### config.mk
export PLATFORM = sky130hd
export DESIGN_NAME = silife_spi_arbiter
export DESIGN_NICKNAME = d
export VERILOG_FILES = /design/src/rtl/silife_spi_pkg.sv /design/src/rtl/silife_rr_picker.sv /design/src/rtl/silife_spi_arbiter.sv
export SDC_FILE = /design/constraint.sdc
export NUM_CORES = 1
export LEC_CHECK = 0
export ABC_AREA = 1
export CORE_MARGIN = 2
export CORE_UTILIZATION = 42
export DETAILED_ROUTE_END_ITERATION = 8
export PLACE_DENSITY = 0.75
export SETUP_SLACK_MARGIN = 0.02
export SYNTH_ARGS = -nofsm -noshare
export SYNTH_HDL_FRONTEND = slang
export SYNTH_HIERARCHICAL = 1
export SYNTH_SLANG_ARGS = --single-unit
### constraint.sdc
create_clock -name clk -period 1.4 [get_ports clk]
set_input_delay 0.28 -clock clk [delete_from_list [all_inputs] [get_ports clk]]
set_output_delay 0.28 -clock clk [all_outputs]
set_load 0.005 [all_outputs]
### src/rtl/silife_spi_pkg.sv
// silife_spi_pkg: shared SPI word width, arbiter state encoding and MAX7219 register addresses
package silife_spi_pkg;
  localparam int SPI_WORD_W = 16;
  typedef enum logic [2:0] {IDLE, LOAD, GUARD, WAIT, GAP} arb_state_t;
  localparam logic [3:0] MAX_NOOP      = 4'h0;
  localparam logic [3:0] MAX_DIGIT0    = 4'h1;
  localparam logic [3:0] MAX_INTENSITY = 4'hA;
  localparam logic [3:0] MAX_SCANLIMIT = 4'hB;
  localparam logic [3:0] MAX_SHUTDOWN  = 4'hC;
  localparam logic [3:0] MAX_TEST      = 4'hF;
endpackage

### src/rtl/silife_rr_picker.sv
// silife_rr_picker: round-robin winner search starting just after the last owner
module silife_rr_picker #(
  parameter int N  = 2,
  parameter int IW = $clog2(N)
) (
  input  logic [N-1:0]  i_req,
  input  logic [IW-1:0] i_ptr,
  output logic [N-1:0]  o_win,
  output logic [IW-1:0] o_idx
);
  logic found;
  always_comb begin
    o_win = '0;
    o_idx = '0;
    found = 1'b0;
    for (int i = 1; i <= N; i++)
      if (!found && i_req[(int'(i_ptr) + i) % N]) begin
        o_win[(int'(i_ptr) + i) % N] = 1'b1;
        o_idx = IW'((int'(i_ptr) + i) % N);
        found = 1'b1;
      end
  end
endmodule

### src/rtl/silife_spi_arbiter.sv
// silife_spi_arbiter: shares one SPI master among requesters, framing each owner's words under one CS-low window
module silife_spi_arbiter
  import silife_spi_pkg::*;
#(
  parameter int N_REQ  = 2,
  parameter int CS_GAP = 2,
  parameter int WORD_W = SPI_WORD_W
) (
  input  logic                    clk,
  input  logic                    reset,
  input  logic [N_REQ-1:0]        i_req,
  input  logic [N_REQ*WORD_W-1:0] i_word,
  input  logic [N_REQ-1:0]        i_last,
  output logic [N_REQ-1:0]        o_ack,
  output logic [N_REQ-1:0]        o_grant,
  output logic                    o_cs,
  output logic [WORD_W-1:0]       o_spi_word,
  output logic                    o_spi_start,
  input  logic                    i_spi_busy
);
  localparam int IW = $clog2(N_REQ);
  localparam int CW = $clog2(CS_GAP + 1);
  localparam logic [CW-1:0] CNT_END = CW'(CS_GAP - 1);
  arb_state_t state, state_d;
  logic [IW-1:0] owner, owner_d, ptr, ptr_d, win_idx;
  logic [N_REQ-1:0] win, grant_d, ack_d;
  logic [CW-1:0] cnt, cnt_d;
  logic [WORD_W-1:0] word_d;
  logic last_q, last_d, cs_d, start_d;
  silife_rr_picker #(.N(N_REQ), .IW(IW)) u_picker (
    .i_req(i_req),
    .i_ptr(ptr),
    .o_win(win),
    .o_idx(win_idx)
  );
  always_ff @(posedge clk or posedge reset)
    if (reset) begin
      state       <= IDLE;
      owner       <= '0;
      ptr         <= IW'(N_REQ - 1);
      cnt         <= '0;
      last_q      <= 1'b0;
      o_cs        <= 1'b1;
      o_grant     <= '0;
      o_ack       <= '0;
      o_spi_start <= 1'b0;
      o_spi_word  <= '0;
    end else begin
      state       <= state_d;
      owner       <= owner_d;
      ptr         <= ptr_d;
      cnt         <= cnt_d;
      last_q      <= last_d;
      o_cs        <= cs_d;
      o_grant     <= grant_d;
      o_ack       <= ack_d;
      o_spi_start <= start_d;
      o_spi_word  <= word_d;
    end
  always_comb begin
    state_d = state;
    owner_d = owner;
    ptr_d   = ptr;
    cnt_d   = '0;
    last_d  = last_q;
    cs_d    = o_cs;
    grant_d = o_grant;
    ack_d   = '0;
    start_d = 1'b0;
    word_d  = o_spi_word;
    case (state)
      // a master still draining a truncated word keeps us out of LOAD
      IDLE: if (|i_req && !i_spi_busy) begin
        grant_d = win;
        owner_d = win_idx;
        cs_d    = 1'b0;
        state_d = LOAD;
      end
      LOAD: if (i_req[owner]) begin
        word_d       = i_word[int'(owner)*WORD_W +: WORD_W];
        start_d      = 1'b1;
        ack_d[owner] = 1'b1;
        last_d       = i_last[owner];
        state_d      = GUARD;
      end else begin
        cs_d    = 1'b1;
        grant_d = '0;
        state_d = GAP;
      end
      GUARD: state_d = WAIT;
      WAIT: if (!i_spi_busy) begin
        state_d = last_q ? GAP : LOAD;
        cs_d    = last_q ? 1'b1 : o_cs;
        grant_d = last_q ? '0 : o_grant;
      end
      GAP: begin
        ptr_d   = owner;
        cnt_d   = (cnt == CNT_END) ? '0 : cnt + 1'b1;
        state_d = (cnt == CNT_END) ? IDLE : GAP;
      end
      default: state_d = IDLE;
    endcase
  end
endmodule

==> summary.md <==
| Metric | Value |
|---|---|
| CP Max Fanout | `2` |
| R2r setup slk | `0.12 ns` |
| Register area share after synthesis | `50.4%` |
| Post-DP Area | `2150 sq um` |
| Worst-margin pin slew | `0.224 ns` |
| Crit path launch type | `flop` |
| Final ANT Viol Nets | `0` |
| Clock transition at the registers of the reported paths | `0.09 ns` |
| Post-Synth Simple-Gate Area | `26.9%` |
| Cells after Synth | `175` |
| Core area | `3390 sq um` |
| Largest net degree at the start of global routing | `36` |
| CTS H-Tree Depth | `2` |
| Pre-Repair DR Iteration Count | `4` |
| CTS tree | `yes` |
| Post-route design area | `2210 sq um` |
| Initial antenna violation count | `0` |
| Period utilization | `94.6%` |
| Vias | `1364` |
| Vias in the first global route | `1304` |
| Row cnt | `21` |
| Port bufs | `60` |
| FF-to-FF Start | `owner$_DFFE_PP0P_` |
| CP endpoint kind | `output pin` |
| Ports | `61` |
| GPL Wtd Cong | `0.945` |
| Wirelength per Cell | `10.9 um` |
| Post-Syn Area per Cell | `8.54 sq um` |
| Fmax | `755 MHz` |
| Max-Slew Margin vs Limit | `85.0%` |
| Fill count | `303` |
| Synth warn | `6` |
| Setup CP Type | `flop to output pin` |
| RSZ-0062 raised after global routing | `yes` |
| Pwr per Cell Area | `1800 nW/um^2` |
| Placement Setup Slack | `-0.184 ns` |
| Crit-path cells | `clkdlybuf4s15_1` |
| Final setup fails | `0` |
| Final net count | `284` |
| CP delay by family, top | `flip-flops` |
| Hold_ws | `0.285 ns` |
| Syn_nets | `214` |
| Cell area after synthesis | `1500 sq um` |
| Slew Limit Fails | `0` |
| Minimum clock period | `1.32 ns` |
| Status | `finished clean` |
| Die Y | `63.7 um` |
| RR Endpoint | `o_grant[0]$_DFFE_PP0P_` |
| Total grt overflow | `0` |
| Die X-Extent | `63.7 um` |
| Area share of fa/ha/maj cells after synthesis | `0%` |
| Starting Density | `44.1%` |
| Skew final | `0.00873 ns` |
| Die Area | `4050 sq um` |
| Clock Tree Root | `clkbuf_4` |
| Number of buffers created by CTS | `5` |
| Antenna Cells | `0` |
| R2r worst-path depth | `9` |
| Crit path DAT | `1.04 ns` |
| Placed Cells | `281` |
| Vias per cell | `4.67` |
| Worst path max stage delay | `0.53 ns` |
| Dpl hpwl | `2380 um` |
| Worst vdd ir | `834 uV` |
| Share of layout cells above drive strength 1 | `15.4%` |
| Synth Area in XOR/XNOR | `0%` |
| Area Growth Syn to Fin | `47.7%` |
| Largest family of logic cells by synthesized area | `simple AND/OR/NAND/NOR gates` |
| CTS Buffer Depth | `2` |
| CTS Sinks | `30` |
| Layout Cells excl Fill | `292` |
| Worst Path Required | `1.12 ns` |
| DRC | `0` |
| First-pass GRT wire length | `5580 um` |
| Setup ws final | `0.0756 ns` |
| Critical path depth in cells | `1` |
| Clock Latency Late Sink | `0.32 ns` |
| WP buf/inv | `1` |
| Final wirelength | `3190 um` |
| Synth Area in Compound Gates | `14.0%` |
| Initial drt markers | `47` |
| Unique masters post-synth | `24` |
| Power, Total | `3.96 mW` |
| Multiplexer share of the synthesized area | `0%` |
| Yosys reg bits | `30` |
| Worst hold path class | `input port to async pin` |
| Total GRT Usage | `18.0%` |
| Max cap viols | `0` |
| Hold Fails Final Rpt | `0` |
| Lkg Pwr | `1.05 nW` |
| Critical-path top delay cell | `dfstp_2` |
power by group:
part | switching [mW] | total, mW | leakage, nW | internal, mW
combinational | 1.05 | 1.99 | 0.669 | 0.942
sequential | 0.232 | 1.50 | 0.351 | 1.27
clock | 0.274 | 0.473 | 0.0265 | 0.200
sequential cells by signal, summed over array words and instances, names as in the netlist, 2 cells and up:
register,cells
cnt,2
o_grant,2
o_spi_word,16
o_ack,2
state,3
area by class of cell:
type	count	area [sq um]	area share, %
flip-flops and latches	30	756	34.2
inverters	16	67.6	3.06
multi-input cells	122	617	27.9
repair buffers	70	662	30.0
clock buffers	8	48.8	2.21
well taps	46	57.6	2.61
Yosys cell counts (all sizes together):
library cell	count	area (sq um)
a21oi	5	25.0
a31oi	17	144
buf	6	61.3
clkbuf	1	3.75
dfrtp	28	701
dfstp	2	52.6
inv	16	65.1
nand2	57	239
nand3	4	25.0
nor2	29	119
nor3	4	20.0
o21ai	2	10.0
o21bai	4	30.0
cells in the final DEF, fill, tap and decap left out, types with 4 or more instances in the layout:
cell | synthesis | final
dlygate4sd2_1 | 0 | 21
nand2_2 | 4 | 4
inv_1 | 13 | 13
clkdlybuf4s50_1 | 0 | 38
nor2_1 | 27 | 27
a21oi_1 | 5 | 5
nand2_1 | 51 | 51
clkbuf_4 | 0 | 5
o21bai_1 | 4 | 4
a31oi_1 | 11 | 11
buf_4 | 1 | 9
a31oi_2 | 6 | 6
dfrtp_1 | 28 | 26
worst max-delay path by stage:
| stage | slack (ns) | from | to |
|---|---|---|---|
| 2_1_floorplan | 0.23 | state[1]$_DFFE_PP0P_ | o_grant[0]$_DFFE_PP0P_ |
| 3_3_place_gp | -0.18 | i_req[0] | o_grant[1]$_DFFE_PP0P_ |
| 3_5_place_dp | -0.18 | i_req[0] | o_grant[1]$_DFFE_PP0P_ |
| 4_1_cts | 0.03 | o_cs$_DFFE_PP1P_ | o_cs |
| 5_1_grt | 0.004 | owner$_DFFE_PP0P_ | o_grant[0]$_DFFE_PP0P_ |
| 6_report | 0.08 | o_cs$_DFFE_PP1P_ | o_cs |
logic make-up (layout without fill, tap and decap cells):
kind of cell | after synthesis | count (layout)
buffers and inverters | 23 | 94
flip-flops | 30 | 30
AO/OA/AOI/OAI | 28 | 28
AND/OR/NAND/NOR | 94 | 94
what timing repair did:
item | in CTS | in global routing
resized for setup | 22 | 5
buffers inserted | 1 | 2
hold buffers | 0 | 0
endpoints found under the setup margin | 22 | 22
hold endpoints to repair | 0 | 0
metal layers:
metal | vias to the layer above | routed length (um) | global-route usage (%) | part of all wire (%)
li1 | 699 | - | - | -
met1 | 619 | 1370 | 20.7 | 43
met2 | 39 | 1500 | 28.6 | 47
met3 | 7 | 266 | 8.04 | 8.3
met4 | 0 | 55 | 8.42 | 1.7
met5 | - | 0 | 0 | 0
through the flow:
stage	TNS, ns	utilization, %
2_1_floorplan	0	-
3_3_place_gp	-2.61	63.5
3_5_place_dp	-3.11	63.5
4_1_cts	0	64.4
5_1_grt	0	65.2
6_report	0	65.2
No activity file was read; power rests on OpenSTA's default activity.
